[config.mk]
export PLATFORM = sky130hd
export DESIGN_NAME = reset_sequencer
export DESIGN_NICKNAME = d
export VERILOG_FILES = /design/src/rtl/reset_sequencer.sv
export SDC_FILE = /design/constraint.sdc
export NUM_CORES = 1
export LEC_CHECK = 0
export BUFFER_PORTS_ARGS = -buffer_cell sky130_fd_sc_hd__clkbuf_2
export CAP_MARGIN = 0
export CORE_ASPECT_RATIO = 0.6
export CORE_MARGIN = 3
export CORE_UTILIZATION = 28
export DETAILED_ROUTE_END_ITERATION = 6
export GPL_ROUTABILITY_DRIVEN = 0
export HOLD_SLACK_MARGIN = 0.12
export MAX_ROUTING_LAYER = met4
export PLACE_DENSITY_LB_ADDON = 0.1
export SKIP_LAST_GASP = 1
export SYNTH_ARGS = -nofsm -noshare
export SYNTH_HDL_FRONTEND = slang
export SYNTH_SLANG_ARGS = --single-unit
[constraint.sdc]
create_clock -name clk -period 1.7 [get_ports clk]
set_input_delay 0.34 -clock clk [delete_from_list [all_inputs] [get_ports clk]]
set_output_delay 0.34 -clock clk [all_outputs]
set_load 0.02 [all_outputs]
[src/rtl/reset_sequencer.sv]
// Clocked reset sequencer: releases reset outputs, then start outputs, and samples a delay level,
// with software-requested re-sequencing and an asynchronous active-low reset.
module reset_sequencer #(
  parameter int RESETS       = 1,
  parameter int STARTS       = 0,
  parameter int DELAYS       = 0,
  parameter int RESET_CYCLES = 10,
  parameter int START_CYCLES = 10,
  parameter int CNT_W        = 16
) (
  input  logic                             clk,
  input  logic                             reset_n,
  input  logic                             cfg_dly,
  input  logic                             req_restart,
  output logic [RESETS+STARTS+DELAYS-1:0]  out_n,
  output logic                             busy,
  output logic                             done
);

  typedef enum logic [1:0] {ST_RST, ST_STRT, ST_RUN} state_t;

  localparam logic [CNT_W-1:0] RST_LAST  = CNT_W'(RESET_CYCLES - 1);
  localparam logic [CNT_W-1:0] STRT_LAST = CNT_W'(START_CYCLES - 1);
  localparam logic [CNT_W-1:0] CNT_ONE   = CNT_W'(1);

  state_t           state_q, state_d;
  logic [CNT_W-1:0] cnt_q, cnt_d;
  logic             rst_q, rst_d;
  logic             strt_q, strt_d;
  logic             dly_q, dly_d;
  logic             busy_q, busy_d;
  logic             done_q, done_d;

  always_comb begin
    state_d = state_q;
    cnt_d   = cnt_q;
    rst_d   = rst_q;
    strt_d  = strt_q;
    dly_d   = dly_q;
    busy_d  = busy_q;
    done_d  = done_q;
    if (req_restart) begin
      // Restart wins over every transition and clears all groups, delay bits included.
      state_d = ST_RST;
      cnt_d   = '0;
      rst_d   = 1'b0;
      strt_d  = 1'b0;
      dly_d   = 1'b0;
      busy_d  = 1'b1;
      done_d  = 1'b0;
    end else begin
      case (state_q)
        ST_RST: begin
          if (cnt_q == '0) dly_d = cfg_dly;
          if (cnt_q == RST_LAST) begin
            rst_d = 1'b1;
            cnt_d = '0;
            if (STARTS > 0) begin
              state_d = ST_STRT;
            end else begin
              state_d = ST_RUN;
              busy_d  = 1'b0;
              done_d  = 1'b1;
            end
          end else begin
            cnt_d = cnt_q + CNT_ONE;
          end
        end
        ST_STRT: begin
          if (cnt_q == STRT_LAST) begin
            strt_d  = 1'b1;
            cnt_d   = '0;
            state_d = ST_RUN;
            busy_d  = 1'b0;
            done_d  = 1'b1;
          end else begin
            cnt_d = cnt_q + CNT_ONE;
          end
        end
        default: cnt_d = '0;
      endcase
    end
  end

  always_ff @(posedge clk or negedge reset_n) begin
    if (!reset_n) begin
      state_q <= ST_RST;
      cnt_q   <= '0;
      rst_q   <= 1'b0;
      busy_q  <= 1'b1;
      done_q  <= 1'b0;
    end else begin
      state_q <= state_d;
      cnt_q   <= cnt_d;
      rst_q   <= rst_d;
      busy_q  <= busy_d;
      done_q  <= done_d;
    end
  end

  // Start and delay groups only get storage when they exist.
  generate
    if (STARTS > 0) begin : g_strt
      always_ff @(posedge clk or negedge reset_n) begin
        if (!reset_n) strt_q <= 1'b0;
        else          strt_q <= strt_d;
      end
      assign out_n[RESETS+STARTS-1:RESETS] = {STARTS{strt_q}};
    end else begin : g_no_strt
      logic unused_strt;
      assign strt_q      = 1'b0;
      assign unused_strt = strt_d;
    end

    if (DELAYS > 0) begin : g_dly
      always_ff @(posedge clk or negedge reset_n) begin
        if (!reset_n) dly_q <= 1'b0;
        else          dly_q <= dly_d;
      end
      assign out_n[RESETS+STARTS+DELAYS-1:RESETS+STARTS] = {DELAYS{dly_q}};
    end else begin : g_no_dly
      logic unused_dly;
      assign dly_q      = 1'b0;
      assign unused_dly = dly_d ^ cfg_dly;
    end
  endgenerate

  assign out_n[RESETS-1:0] = {RESETS{rst_q}};
  assign busy              = busy_q;
  assign done              = done_q;

endmodule

======== After elaboration in Yosys (flattened, before gate mapping) ========
Index checks and enable logic that the tools add are counted.
cells by class
  divide/modulo/power cells ............... 0
  reduce and logical (&&, ||, !) cells .... 7
  eq/ne operators ......................... 2
  magnitude comparators ................... 0
  shift operators ......................... 0
  muxes and demuxes ....................... 14
  $add $sub $neg .......................... 1
  multipliers ............................. 0
  bitwise gates (word level) .............. 0
operators by type and width
  operator               count
  $mux 16                3
  $add 16x1->16 const B  1
  $eq 16x4->1 const B    1
  $mux 1                 8
  $mux 2                 3
  $reduce_bool 2->1      3
  $reduce_and 2->1       2
  $eq 2x1->1 const B     1
  $logic_not 2->1        1
  $reduce_or 2->1        1
storage, ports and cells
  memory bits (writable) .................. 0
  register bits after elaboration ......... 21
  bits in latches ......................... 0
  logic and storage cells ................. 29
  input port bits ......................... 4
  output and inout port bits .............. 3
  memories ................................ 0
  bits in read-only memories .............. 0

======== Logic depth before layout (Yosys ltp) ========
Gate-level depths: netlist of run 1.
  word-level depth ........................ 4
  gate-level depth with buffers ........... 7
  depth with buffers taken out ............ 6

======== Worst setup path after synthesis of run 1 ========
No wires, ideal clock.
  path kind ............................... flip-flop to flip-flop
  from .................................... register cnt_q[2]
  to ...................................... register cnt_q[10]
  buffers on the path ..................... 2
  setup slack ............................. 0.256 ns
  period minus slack after synthesis ...... 1.444 ns
  stages on the path, launching flop included .. 7
  arrival ................................. 1.323 ns
  path through ............................ dfrtp_1 > buf_6 > nor4b_1 > nand4_1 > nand2_1 > buf_2 > nor2_1
on the way
  cells in the longest elaborated chain, start to end .. 4
  elaborated cells on any way between the ends .. 5
  classes of those cells .................. add/sub (1); eq/ne (1); mux (3)
RTL lines
  item                                          RTL line  RTL
  start: declaration                            27        logic [CNT_W-1:0] cnt_q, cnt_d;
  start signal: assignment                      94        cnt_q <= cnt_d;
  $add 16x1->16 or $eq 16x4->1 (tied branches)  -
  $mux 16 *                                     55, 70
  $mux 16 *                                     -
  $mux 16 *                                     42        if (req_restart) begin
  net cnt_d[10]                                 27
Mark *: on every way through the listed nets, which the timed path passes. The rest lies on a longest branch.
A chain may end at the register's enable or synchronous reset.

======== Worst setup path in the final report of run 1 ========
  from .................................... register cnt_q[8]
  to ...................................... register cnt_q[15]
Same word-level chain as after synthesis.

==> results of run 1 <==
[state kept, by name, summed over array words and instances (netlist names)]
signal / flops
done: 1
busy: 1
cnt_q: 16
[cell type report]
type / count / share of cell area [%]
inverters: 2 / 0.724
repair buffers: 9 / 5.55
flip-flops and latches: 18 / 43.5
well taps: 42 / 5.07
multi-input cells: 66 / 39.8
clock buffers: 4 / 5.31
[timing repair]
action / CTS / global route
buffers inserted: 0 / 0
hold buffers: 1 / 0
hold endpoints to repair: 17 / 0
gates resized for setup: 0 / 1
setup endpoints to repair: 0 / 1
[kinds of logic after synthesis]
logic type	synth area share (%)
flops	50.1
xor+xnor	12.6
buf+inv	4.72
fa+ha+maj	2.78
simple gates	27.2
compound gates	2.50
[metrics by stage]
step                      util, %  hold WS (ps)  cell area (µm²)
after floorplan                 -          44.4              901
after detailed placement     32.6           314              966
final                        35.0           259             1040
after global placement       32.6           314              966
after global routing         35.0           265             1040
after CTS                    34.8           253             1030
[layer usage]
| metal | share of wire (%) | GRT usage (%) |
|---|---|---|
| met3 | 5.6 | 4.93 |
| met1 | 57 | 16.0 |
| met5 | 0 | - |
| met4 | 0.45 | 1.71 |
| met2 | 37 | 12.3 |
[cells in the mapped netlist]
master	count	area share (%)
sky130_fd_sc_hd__o31ai_1	1	0.83
sky130_fd_sc_hd__or3_1	1	0.69
sky130_fd_sc_hd__buf_4	1	0.83
sky130_fd_sc_hd__ha_1	2	2.8
sky130_fd_sc_hd__nor4_1	4	2.8
sky130_fd_sc_hd__nor4b_1	1	0.97
sky130_fd_sc_hd__dfstp_2	1	2.9
sky130_fd_sc_hd__buf_6	2	2.5
sky130_fd_sc_hd__nand4_1	5	3.5
sky130_fd_sc_hd__nand3_1	6	3.3
sky130_fd_sc_hd__nand2_1	4	1.7
sky130_fd_sc_hd__a21oi_1	2	1.1
sky130_fd_sc_hd__nand3_2	1	1.1
sky130_fd_sc_hd__xor2_1	6	5.8
sky130_fd_sc_hd__nand2b_1	1	0.69
sky130_fd_sc_hd__and3_1	2	1.4
sky130_fd_sc_hd__or4_1	1	0.83
sky130_fd_sc_hd__inv_1	2	0.83
sky130_fd_sc_hd__xnor2_1	7	6.8
sky130_fd_sc_hd__nor2_1	17	7.1
sky130_fd_sc_hd__o21ai_0	1	0.56
sky130_fd_sc_hd__buf_2	1	0.56
sky130_fd_sc_hd__nor3_1	2	1.1
sky130_fd_sc_hd__nor3b_1	1	0.83
sky130_fd_sc_hd__and4_4	1	1.2
sky130_fd_sc_hd__dfrtp_1	17	47
[how the worst min path moves through the flow]
| stage | to | cells past startpoint | slack, ps | start |
|---|---|---|---|---|
| 2_1_floorplan | cnt_q[0]$_DFF_PN0_ | 0 | 40 | reset_n |
| 3_3_place_gp | done$_DFFE_PN0P_ | 1 | 310 | reset_n |
| 3_5_place_dp | done$_DFFE_PN0P_ | 1 | 310 | reset_n |
| 4_1_cts | done$_DFFE_PN0P_ | 2 | 250 | req_restart |
| 5_1_grt | done$_DFFE_PN0P_ | 2 | 260 | req_restart |
| 6_report | done$_DFFE_PN0P_ | 2 | 260 | req_restart |
[worst max-delay path, stage by stage, from the launching register on]
cell and delay [ps]:
sky130_fd_sc_hd__dfrtp_1 470, sky130_fd_sc_hd__nand4_1 280, sky130_fd_sc_hd__or4_1 580, sky130_fd_sc_hd__a21oi_1 160
[where the power goes]
group | internal (mW) | switching, mW
Clock | 0.206 | 0.149
Sequential | 0.434 | 0.00660
Combinational | 0.0153 | 0.0286
==> results, run 1 <==
- The number of antenna diodes in the final layout is 0.
- The number of placed instances with taps included is 136.
- The number of non-filler instances in the completed layout is 141.
- The half-perimeter wire length after placement is 1290 µm.
- The remaining antenna violation count is 0.
- In this run the count of I/O pins placed on the die edge is 7.
- Fill cells in the final layout number 322.
- For this design, the sink count on the clock tree is 18.
- The top cell types in the final layout, fill and taps aside, are sky130_fd_sc_hd__nor2_1, sky130_fd_sc_hd__dfrtp_1, sky130_fd_sc_hd__xnor2_1, sky130_fd_sc_hd__nand3_1, sky130_fd_sc_hd__xor2_1.
- The worst register-to-register path ends at cnt_q[15]$_DFF_PN0_.
- The worst setup path is captured at a flip-flop.
- In the routed design, unresolved DRC markers number 0.
- The launch point of the worst path is cnt_q[8]$_DFF_PN0_.
- Setup total negative slack on the finished layout was measured at 0 ps.
- After global routing the overflow that remains totals 0.
- The total detailed-routing wirelength is 1780 µm.
- In this run the register-to-register setup slack is 140 ps.
- For this design the static power due to leakage is 0.416 nW.
- The run finished with clean final reports.
- In the final layout, flip-flops and latches occupy 452 µm².
- VDD sags by at most 0.315 mV.
- The gate count after technology mapping is 90.
- The measured slew at the worst slew-check pin is 452 ps.
- For this configuration, the core starts out at a cell density of 30.4%.
- The shortest clock period the worst path allows after layout is 1560 ps.
- After synthesis the cells add up to 901 µm².
- The floorplan die height is 49.9 µm.
- The x dimension of the die is 79.2 µm.
- Port buffering added 5 buffers.
- Of all nets on the critical path, the largest fanout is 6.
- In the final layout, the share of cells above drive strength 1 is 16.2%.
- The latest clock arrival within the worst-skew pair is 250 ps.
- For the worst setup path, the data required time is 1880 ps.
- The initial antenna violation count is 0.
- The startpoint identified for the worst register-to-register timing path is cnt_q[8]$_DFF_PN0_.
- The average instance in the mapped netlist occupies 10.0 µm².
- The total of warnings raised by yosys is 0.
- The die covers 3960 µm².
- On the final layout, the worst clock skew is 0.566 ps.
- The number of vias in the routed layout is 647.
- The number of distinct library cells after synthesis is 26.
- By startpoint and endpoint, the worst setup path is classified as reg -> reg.
- For the worst setup path, the data arrival time is 1740 ps.
- The path class of the lowest-slack min-delay path is in -> reg.
- The portion of the post-synthesis area used by sequential elements is 50.1%.
- The detailed router finished its first iteration with 25 violations.
- The sum of internal, switching and leakage power is 0.839 mW.
- The depth of the worst register-to-register path is 3.
- The max-cap check violation count is 0.
- STA classifies the critical path startpoint as a flip-flop.
- After layout, the worst setup slack is 143 ps.
- The max-slew violation count is 0.
- The worst pin sits at a relative slew slack of 69.9%.
- The number of iterations in the first detailed-routing pass is 4.
- The count of endpoints failing hold in the final timing report came to 0.
- The post-synth net total is 96.
- The multi-input combinational cells in the finished layout cover a total of 413 µm².
- Entering global routing, the biggest net connects 19 pins.
- Clock tree synthesis selected as its root buffer the cell sky130_fd_sc_hd__clkbuf_8.
- After the last flow step, the layout net total stands at 106.
- Clock-pin slew was measured on the worst setup and hold paths at 70 ps.
- Global routing used 10.5% of the available tracks across all layers.
- The via count of the first global-routing pass came to 609.
- The area of the placeable core is 2970 µm².
- The H-tree depth is 1.
- The maximum clock path buffer count is 2.
- The average vias per placed instance is 4.59.
- The final critical-path share of the clock period is 91.6%.
- The worst setup timing slack at the placement stage is 154 ps.
- Based on the critical path, the design can be clocked at up to 0.642 GHz.
- Setup repair after global routing left no endpoint under its margin.
- The capture point of the critical path is cnt_q[15]$_DFF_PN0_.
- The area overhead of the layout relative to synthesis is 15.1%.
- In this run the power density over the cells is 808 nW/µm².
- Counting the buffers created by CTS gives 3.
- TritonCTS built the clock tree.
- The per-cell routed wire length is 12.6 µm.
- The number of placement rows is 15.
- The count of final setup violators is 0.
- The synthesis-stage register bit count is 18.
- The first global-routing pass estimated 3030 µm of wire.
Power figures use the tool's default switching activity.
==> run 2, diff against run 1 <==
==> config.mk (replaced) <==
export PLATFORM = sky130hd
export DESIGN_NAME = reset_sequencer
export DESIGN_NICKNAME = d
export VERILOG_FILES = /design/src/rtl/reset_sequencer.sv
export SDC_FILE = /design/constraint.sdc
export NUM_CORES = 1
export LEC_CHECK = 0
export BUFFER_PORTS_ARGS = -buffer_cell sky130_fd_sc_hd__buf_2
export CAP_MARGIN = 0
export CORE_ASPECT_RATIO = 0.6
export CORE_MARGIN = 3
export CORE_UTILIZATION = 40
export DETAILED_ROUTE_END_ITERATION = 6
export GPL_ROUTABILITY_DRIVEN = 0
export HOLD_SLACK_MARGIN = 0.12
export MAX_ROUTING_LAYER = met4
export PLACE_DENSITY_LB_ADDON = 0.1
export SKIP_LAST_GASP = 1
export SLEW_MARGIN = 20
export SYNTH_ARGS = -nofsm -noshare
export SYNTH_HDL_FRONTEND = slang
export SYNTH_SLANG_ARGS = --single-unit
==> results, run 2 (same netlist as run 1, synthesis figures left out) <==
- The path class of the lowest-slack min-delay path is in -> reg.
- The x dimension of the die is 67.3 µm (-15%).
- The stage delay of the slowest cell on the critical path is 410 ps (-170 ps).
- Walking the worst path, the cells encountered are inv_1 > ha_1 > nor3b_1 > nand4_1 > nand2_1 > buf_4 > a21oi_1.
- The total clock sinks was 18 (unchanged).
- The aggregate global-route resource usage is 14.1% (+3.6 points).
- The number of placement rows is 12 (-3).
- The maximum clock path buffer count came to 2 (unchanged).
- Tracing the worst setup path back leads to its startpoint at cnt_q[1]$_DFF_PN0_.
- The pin count of the biggest net entering global routing is 19 (unchanged).
- The number of buffers inserted during clock tree synthesis was 3 (unchanged).
- TritonCTS built the clock tree.
- The switching portion of total power came to 21.3% (-0.60 points).
- The via count of the first global-routing pass came to 601 (-1.3%).
- The worst register-to-register path begins at cnt_q[1]$_DFF_PN0_.
- The static leakage is 0.414 nW (-0.37%).
- The count of buffers from port buffering was 5 (unchanged).
- The number of filler instances in the final layout is 202 (-37%).
- Among all stages on the critical path, the largest delay is contributed by sky130_fd_sc_hd__dfrtp_1.
- The aggregate global routing overflow is 0 (unchanged).
- The register with the highest flop count is cnt_q.
- The clock group share of total power was 41.9% (-0.4 points).
- The max-slew violation count is 0 (unchanged).
- The remaining antenna violation count is 0 (unchanged).
- The share of cells above drive strength 1 is 15.2% (-1.0 points).
- The post-CTS setup-driven buffer insertion count is 0 (unchanged).
- The maximum ir drop on the vdd rail is 0.482 mV (+53%).
- The part of the total power dissipated in sequential elements was 52.8% (+0.3 points).
- The switching power summed over all nets is 0.177 mW (-3.5%).
- The average vias per placed instance came to 4.93 (+7.4%).
- The total detailed-routing wirelength is 1640 µm (-7.7%).
- The I/O pin count is 7 (unchanged).
- The final critical-path share of the clock period is 90.8% (-0.79 points).
- The first-pass GRT wire length was 2920 µm (-3.7%).
- The half-perimeter wire length after placement was 1220 µm (-5.5%).
- The buffering stage count on the worst path with inverters included was 2 (+2).
- The worst setup timing slack at the placement stage is 166 ps (+12.3 ps).
- The sum of internal, switching and leakage power is 0.832 mW (-0.78%).
- The latest clock arrival within the worst-skew pair is 250 ps (about the same).
- The final setup slack of the worst path is 156 ps (+13.4 ps).
- The data arrival at the endpoint of the critical path came to 1680 ps (-60 ps).
- The max-cap check violation count came to 0 (unchanged).
- The count of endpoints failing hold in the final timing report is 0 (unchanged).
- The total inserted antenna cells was 0 (unchanged).
- The number of vias in the routed layout is 626 (-3.2%).
- STA classifies the critical path endpoint as a flip-flop.
- The H-tree depth is 1 (unchanged).
- The area overhead of the layout relative to synthesis is 12.5%.
- The initial antenna violation count is 0 (unchanged).
- The flip-flop count of the largest register, all copies and words added was 16 (unchanged).
- The run finished with clean final reports.
- The startpoint of the tightest hold check path is req_restart.
- The number of DRC violations after detailed routing is 0 (unchanged).
- The root buffer cell is sky130_fd_sc_hd__clkbuf_8.
- Setup repair after global routing left no endpoint under its margin.
- The number of gates given a new drive strength after cts came to 0 (unchanged).
- The kind of start point of the critical path is a flip-flop.
- The end-of-flow core utilization came to 51.1% (+16 points).
- The headroom to the max-slew limit is 72.8% (+2.9 points).
- The number of placed instances with taps included was 122 (-10%).
- The shortest clock period the worst path allows after layout is 1540 ps (-13.4 ps).
- The starting density of the core came to 45.5% (+15 points).
- The clock transition at the registers of the reported paths is 70 ps (about the same).
- The part of the total power dissipated in combinational logic was 5.2% (about the same).
- The area of the placeable core came to 1980 µm² (-33%).
- The hold-fix buffer count after cts is 1 (unchanged).
- The critical path is of the reg -> reg type.
- The fmax is 0.648 GHz (+0.87%).
- The accumulated negative setup slack is 0 ps (unchanged).
- The measured slew at the worst slew-check pin is 409 ps (-43.6 ps).
- The final-stage net count is 106 (unchanged).
- The count of final setup violators is 0 (unchanged).
- The per-cell routed wire length is 12.9 µm (+2.5%).
- The areal power density over the cells is 821 nW/µm² (+1.5%).
- In the layout the commonest cells are sky130_fd_sc_hd__nor2_1, sky130_fd_sc_hd__dfrtp_1, sky130_fd_sc_hd__xnor2_1, sky130_fd_sc_hd__nand3_1, sky130_fd_sc_hd__xor2_1.
- The maximum fanout encountered on the critical timing path is 10 (+4).
- The number of iterations in the first detailed-routing pass was 4 (unchanged).
- The number of non-filler instances in the completed layout is 127 (-9.9%).
- The internal cell power is 0.655 mW (about the same).
- The DRC violation total after the first TritonRoute iteration came to 58 (+130%).
- The final setup skew was 5.30 ps (+4.74 ps).
- The floorplan die height is 42.8 µm (-14%).
- The required time of the worst setup path came to 1840 ps (-40 ps).
- The cell family contributing the most delay on the critical path is simple AND/OR/NAND/NOR gates.
- The die footprint was 2880 µm² (-27%).
==> run 2: cell count changes in the layout (fill, tap and decap cells not counted), sizes merged <==
cell / before / now
clkbuf: 9 / 4
buf: 3 / 8
==> run 2: area by class of cell <==
| cell class | instances | area, µm² | share of cell area, % |
|---|---|---|---|
| timing repair buffer | 9 | 57.6 | 5.68 |
| clock buffer | 4 | 55.1 | 5.43 |
| sequential | 18 | 452 | 44.6 |
| tap | 28 | 35.0 | 3.46 |
| inverter | 2 | 7.51 | 0.741 |
| multi-input combinational | 66 | 407 | 40.1 |
==> run 2: power by group through the flow <==
| stage | combinational, mW | sequential [mW] | clock (mW) |
|---|---|---|---|
| final | 0.0435 | 0.440 | 0.349 |
| after global routing | 0.0499 | 0.441 | 0.380 |
| after CTS | 0.0453 | 0.440 | 0.360 |
| after detailed placement | 0.0435 | 0.448 | 0 |
| after global placement | 0.0427 | 0.447 | 0 |
| after floorplan | 0.0215 | 0.448 | 0 |
==> run 2: per-layer routing <==
layer  GRT usage [%]  wire length, µm  vias up
met5               -                0        -
met4            2.42               11        0
met3            6.35               61        2
met2            17.4              628        5
met1            20.9              937      290
li1                -                -      329
==> run 2: stage by stage <==
step	hold slack, ps	area, µm²
2_1_floorplan	44.4	901
3_3_place_gp	294	948
3_5_place_dp	299	948
4_1_cts	256	1010
5_1_grt	275	1010
6_report	260	1010
==> run 2: final timing paths <==
kind,end,slack [ps],cells after the start
min in group asynchronous,cnt_q[3]$_DFF_PN0_,540,2
min,done$_DFFE_PN0P_,260,2
max,cnt_q[15]$_DFF_PN0_,160,7
max in group asynchronous,busy$_DFFE_PN1P_,830,2
max reg2reg,cnt_q[15]$_DFF_PN0_,160,7
min reg2reg,busy$_DFFE_PN1P_,480,2
==> run 3, diff against run 2 <==
--- a/config.mk
+++ b/config.mk
@@ -5,6 +5,7 @@
 export SDC_FILE = /design/constraint.sdc
 export NUM_CORES = 1
 export LEC_CHECK = 0
+export ABC_AREA = 1
 export BUFFER_PORTS_ARGS = -buffer_cell sky130_fd_sc_hd__buf_2
 export CAP_MARGIN = 0
 export CORE_ASPECT_RATIO = 0.6
@@ -15,6 +16,7 @@
 export HOLD_SLACK_MARGIN = 0.12
 export MAX_ROUTING_LAYER = met4
 export PLACE_DENSITY_LB_ADDON = 0.1
+export REMOVE_ABC_BUFFERS = 1
 export SKIP_LAST_GASP = 1
 export SLEW_MARGIN = 20
 export SYNTH_ARGS = -nofsm -noshare
==> results, run 3 <==
- The flow ran to the end, and the final reports show no timing, DRC or antenna violations.
- The number of placed instances with taps included is 170 (+39%).
- The worst setup path is of the reg -> reg kind.
- The final setup skew is 6.65 ps (+1.35 ps).
- The total clock sinks is 18 (unchanged).
- The count of endpoints failing hold in the final timing report was 0 (unchanged).
- The simple-gate area share of the yosys netlist is 36.5% (+9.2 points).
- The aggregate global routing overflow is 0 (unchanged).
- The cell depth of the worst setup path was 7 (unchanged).
- The synthesis-stage register bit count is 18 (unchanged).
- The xor/xnor cell area share of the yosys netlist came to 3.51% (-9.1 points).
- The part of the total power dissipated in combinational logic is 5.2% (about the same).
- The data arrival at the endpoint of the critical path was 1510 ps (-170 ps).
- The via count of the first global-routing pass was 725 (+21%).
- The count of final setup violators came to 0 (unchanged).
- In this run the critical register-to-register path is captured at cnt_q[14]$_DFF_PN0_.
- The multiplexer share of the synthesized area is 0% (unchanged).
- The most area-hungry cell type in the Yosys netlist is sky130_fd_sc_hd__dfrtp_1.
- The share of cells above drive strength 1 is 11.7% (-3.4 points).
- The half-perimeter wire length after placement came to 1620 µm (+34%).
- The dominant register cell in the synthesized netlist is sky130_fd_sc_hd__dfrtp_1.
- The max-cap check violation count is 0 (unchanged).
- The capture point of the critical path is cnt_q[14]$_DFF_PN0_.
- The areal power density over the cells is 754 nW/µm² (-8.2%).
- The I/O pin count is 7 (unchanged).
- The type of element capturing the critical path is a flip-flop.
- The portion of the post-synthesis area used by sequential elements was 45.2% (-4.9 points).
- The max-slew violation count came to 0 (unchanged).
- The part of the total power dissipated in sequential elements came to 52.2% (-0.6 points).
- TritonCTS built the clock tree.
- The fmax is 0.726 GHz (+12%).
- The final-stage net count is 152 (+43%).
- The first-pass GRT wire length is 3670 µm (+26%).
- The pin count of the biggest net entering global routing is 19 (unchanged).
- CTS placed an instance of sky130_fd_sc_hd__clkbuf_8 at the clock tree root.
- The number of DRC violations after detailed routing came to 0 (unchanged).
- The number of non-filler instances in the completed layout is 175 (+38%).
- The number of buffers inserted during clock tree synthesis is 3 (unchanged).
- The total detailed-routing wirelength was 2080 µm (+27%).
- The register-to-register setup slack came to 320 ps (+170 ps).
- The maximum clock path buffer count is 2 (unchanged).
- The stage delay of the slowest cell on the critical path was 400 ps (about the same).
- The shortest clock period the worst path allows after layout is 1380 ps (-165 ps).
- The synthesized area per cell is 7.34 µm² (-27%).
- The maximum ir drop on the vdd rail is 0.398 mV (-17%).
- The gate count after technology mapping was 136 (+51%).
- The final critical-path share of the clock period came to 81.1% (-9.7 points).
- The kind of start point of the critical path is a flip-flop.
- The accumulated negative setup slack was 0 ps (unchanged).
- The latest clock arrival within the worst-skew pair is 260 ps (about the same).
- The critical path goes through inv_1 > ha_1 > nand3_1 > nor2_1 > nand2_2 > nand2_2 > nor2_1.
- The total of warnings raised by yosys is 0 (unchanged).
- The cell family contributing the most delay on the critical path is simple AND/OR/NAND/NOR gates.
- The launch point of the worst path is cnt_q[1]$_DFF_PN0_.
- The cell area after technology mapping is 998 µm² (+11%).
- In the layout the commonest cells are sky130_fd_sc_hd__nor2_1, sky130_fd_sc_hd__nand2_1, sky130_fd_sc_hd__inv_1, sky130_fd_sc_hd__dfrtp_1, sky130_fd_sc_hd__nand3_1.
- The adder and majority gate portion of the synthesized area came to 2.51% (-0.27 points).
- The remaining antenna violation count is 0 (unchanged).
- The critical path's slowest cell is sky130_fd_sc_hd__dfrtp_1.
- The clock transition at the registers of the reported paths is 70 ps (about the same).
- The per-cell routed wire length is 11.9 µm (-8.1%).
- The path class of the lowest-slack min-delay path is in -> reg.
- The maximum fanout encountered on the critical timing path was 12 (+2).
- The flip-flop count of the largest register, all copies and words added is 16 (unchanged).
- Among all cell types in the netlist, the one instantiated most often is sky130_fd_sc_hd__nor2_1.
- The count of buffers from port buffering is 5 (unchanged).
- The average vias per placed instance is 4.93 (about the same).
- The DRC violation total after the first TritonRoute iteration came to 39 (-33%).
- The count of flip-flops with a built-in enable after synthesis is 0 (unchanged).
- The number of iterations in the first detailed-routing pass is 4 (unchanged).
- Setup repair after global routing left no endpoint under its margin.
- The final setup slack of the worst path is 322 ps (+165 ps).
- After synthesis, the largest family of logic cells by area is simple AND/OR/NAND/NOR gates.
- Yosys attributes the largest share of cell area to sky130_fd_sc_hd__dfrtp_1, sky130_fd_sc_hd__nor2_1, sky130_fd_sc_hd__nand2_1.
- The static leakage came to 0.513 nW (+24%).
- The number of placement rows is 13 (+1).
- The number of vias in the routed layout was 863 (+38%).
- The H-tree depth is 1 (unchanged).
- The starting density of the core is 44.2% (-1.3 points).
- The area of the placeable core is 2260 µm² (+14%).
- The x dimension of the die came to 70.5 µm (+4.8%).
- The area growth from synthesis to layout is 11.7%.
- The depth of the worst register-to-register path is 7 (unchanged).
- In this run the critical register-to-register path is launched from cnt_q[1]$_DFF_PN0_.
- The total inserted antenna cells was 0 (unchanged).
- The worst setup timing slack at the placement stage is 328 ps (+161 ps).
- The async set-reset flop share out of synthesis is 100% (unchanged).
- The floorplan die height was 44.7 µm (+4.5%).
- The number of distinct library cells after synthesis is 19 (-27%).
- The buffering stage count on the worst path with inverters included came to 1 (-1).
- The fraction of the mapped netlist area in compound gates came to 3.63% (+1.1 points).
- The measured slew at the worst slew-check pin is 418 ps (+9.45 ps).
- The most common cell after layout, fill and taps aside is sky130_fd_sc_hd__nor2_1.
- The register with the most flip-flops in the final layout is cnt_q.
- Counting instances in the post-synthesis netlist gives the leading cell types as sky130_fd_sc_hd__nor2_1, sky130_fd_sc_hd__nand2_1, sky130_fd_sc_hd__inv_1, sky130_fd_sc_hd__dfrtp_1, sky130_fd_sc_hd__nand3_1.
- The die footprint is 3150 µm² (+9.6%).
- The top-area cell type share of the netlist area is 42.6% (-4.6 points).
- The initial antenna violation count is 0 (unchanged).
- The required time of the worst setup path is 1840 ps (about the same).
- The switching power summed over all nets came to 0.187 mW (+5.3%).
- The number of gates given a new drive strength after cts is 0 (unchanged).
- The switching portion of total power was 22.2% (+0.90 points).
- The clock group share of total power is 42.6% (+0.7 points).
- The headroom to the max-slew limit is 72.1% (-0.63 points).
- The aggregate global-route resource usage was 16.0% (+1.9 points).
- The internal cell power came to 0.654 mW (-0.13%).
run 3: cell count changes after synthesis, moves of 3 or more:
| cell | change |
|---|---|
| sky130_fd_sc_hd__nand2_1 | +21 |
| sky130_fd_sc_hd__nor2_1 | +18 |
| sky130_fd_sc_hd__xor2_1 | -5 |
| sky130_fd_sc_hd__nand2_2 | +3 |
| sky130_fd_sc_hd__nand3_1 | +7 |
| sky130_fd_sc_hd__nand4_1 | -3 |
| sky130_fd_sc_hd__nor4_1 | -4 |
| sky130_fd_sc_hd__inv_1 | +16 |
| sky130_fd_sc_hd__xnor2_1 | -4 |
run 3: timing repair:
item	in CTS	in global routing
setup buffers	0	0
endpoints found under the hold margin	17	0
hold buffers	1	0
run 3: routing by layer:
layer / up-vias / part of all wire (%) / global-route usage (%)
li1: 436 / - / -
met2: 20 / 37 / 19.9
met5: - / 0 / -
met3: 4 / 6.3 / 5.33
met1: 403 / 56 / 24.5
met4: 0 / 0.77 / 3.44
run 3: kinds of logic (layout without fill, tap and decap cells):
family | after synthesis | in the layout
flops | 18 | 18
simple gates | 85 | 85
xor+xnor | 4 | 4
buf+inv | 20 | 29
fa+ha+maj | 2 | 2
compound gates | 7 | 7
run 3: power by group through the flow:
stage / sequential [mW] / combinational [mW] / clock [mW]
finish: 0.438 / 0.0437 / 0.358
floorplan: 0.450 / 0.0167 / 0
detailed placement: 0.447 / 0.0434 / 0
global placement: 0.446 / 0.0431 / 0
global route: 0.439 / 0.0508 / 0.394
CTS: 0.438 / 0.0452 / 0.375
run 3: worst reg2reg max path, stage by stage, from the launching register on:
cell and delay (ps):
sky130_fd_sc_hd__dfrtp_1 400, sky130_fd_sc_hd__inv_1 60, sky130_fd_sc_hd__ha_1 150, sky130_fd_sc_hd__nand3_1 70, sky130_fd_sc_hd__nor2_1 120, sky130_fd_sc_hd__nand2_2 140
sky130_fd_sc_hd__nand2_2 240, sky130_fd_sc_hd__nor2_1 90
run 3: layout make-up:
cell class / instances / area (µm²)
Fill cell: 223 / 1150
Sequential cell: 18 / 452
Tap cell: 30 / 37.5
Clock buffer: 4 / 55.1
Timing Repair Buffer: 7 / 42.5
Multi-Input combinational cell: 98 / 460
Inverter: 18 / 67.6
run 3: worst min-delay path by stage:
stage | cells after the start | slack (ps) | startpoint | end
global route | 2 | 260 | req_restart | done$_DFFE_PN0P_
CTS | 2 | 250 | req_restart | done$_DFFE_PN0P_
finish | 2 | 260 | req_restart | done$_DFFE_PN0P_
detailed placement | 1 | 300 | reset_n | cnt_q[11]$_DFF_PN0_
global placement | 1 | 300 | reset_n | cnt_q[11]$_DFF_PN0_
floorplan | 0 | 40 | reset_n | cnt_q[0]$_DFF_PN0_
run 3: through the flow:
stage	area, µm²	total power, mW	utilization [%]	hold WS (ps)
CTS	1110	0.859	49.3	253
floorplan	980	0.467	-	44.4
finish	1110	0.841	49.3	262
global route	1110	0.884	49.3	256
global placement	1050	0.490	46.4	301
detailed placement	1050	0.490	46.4	302
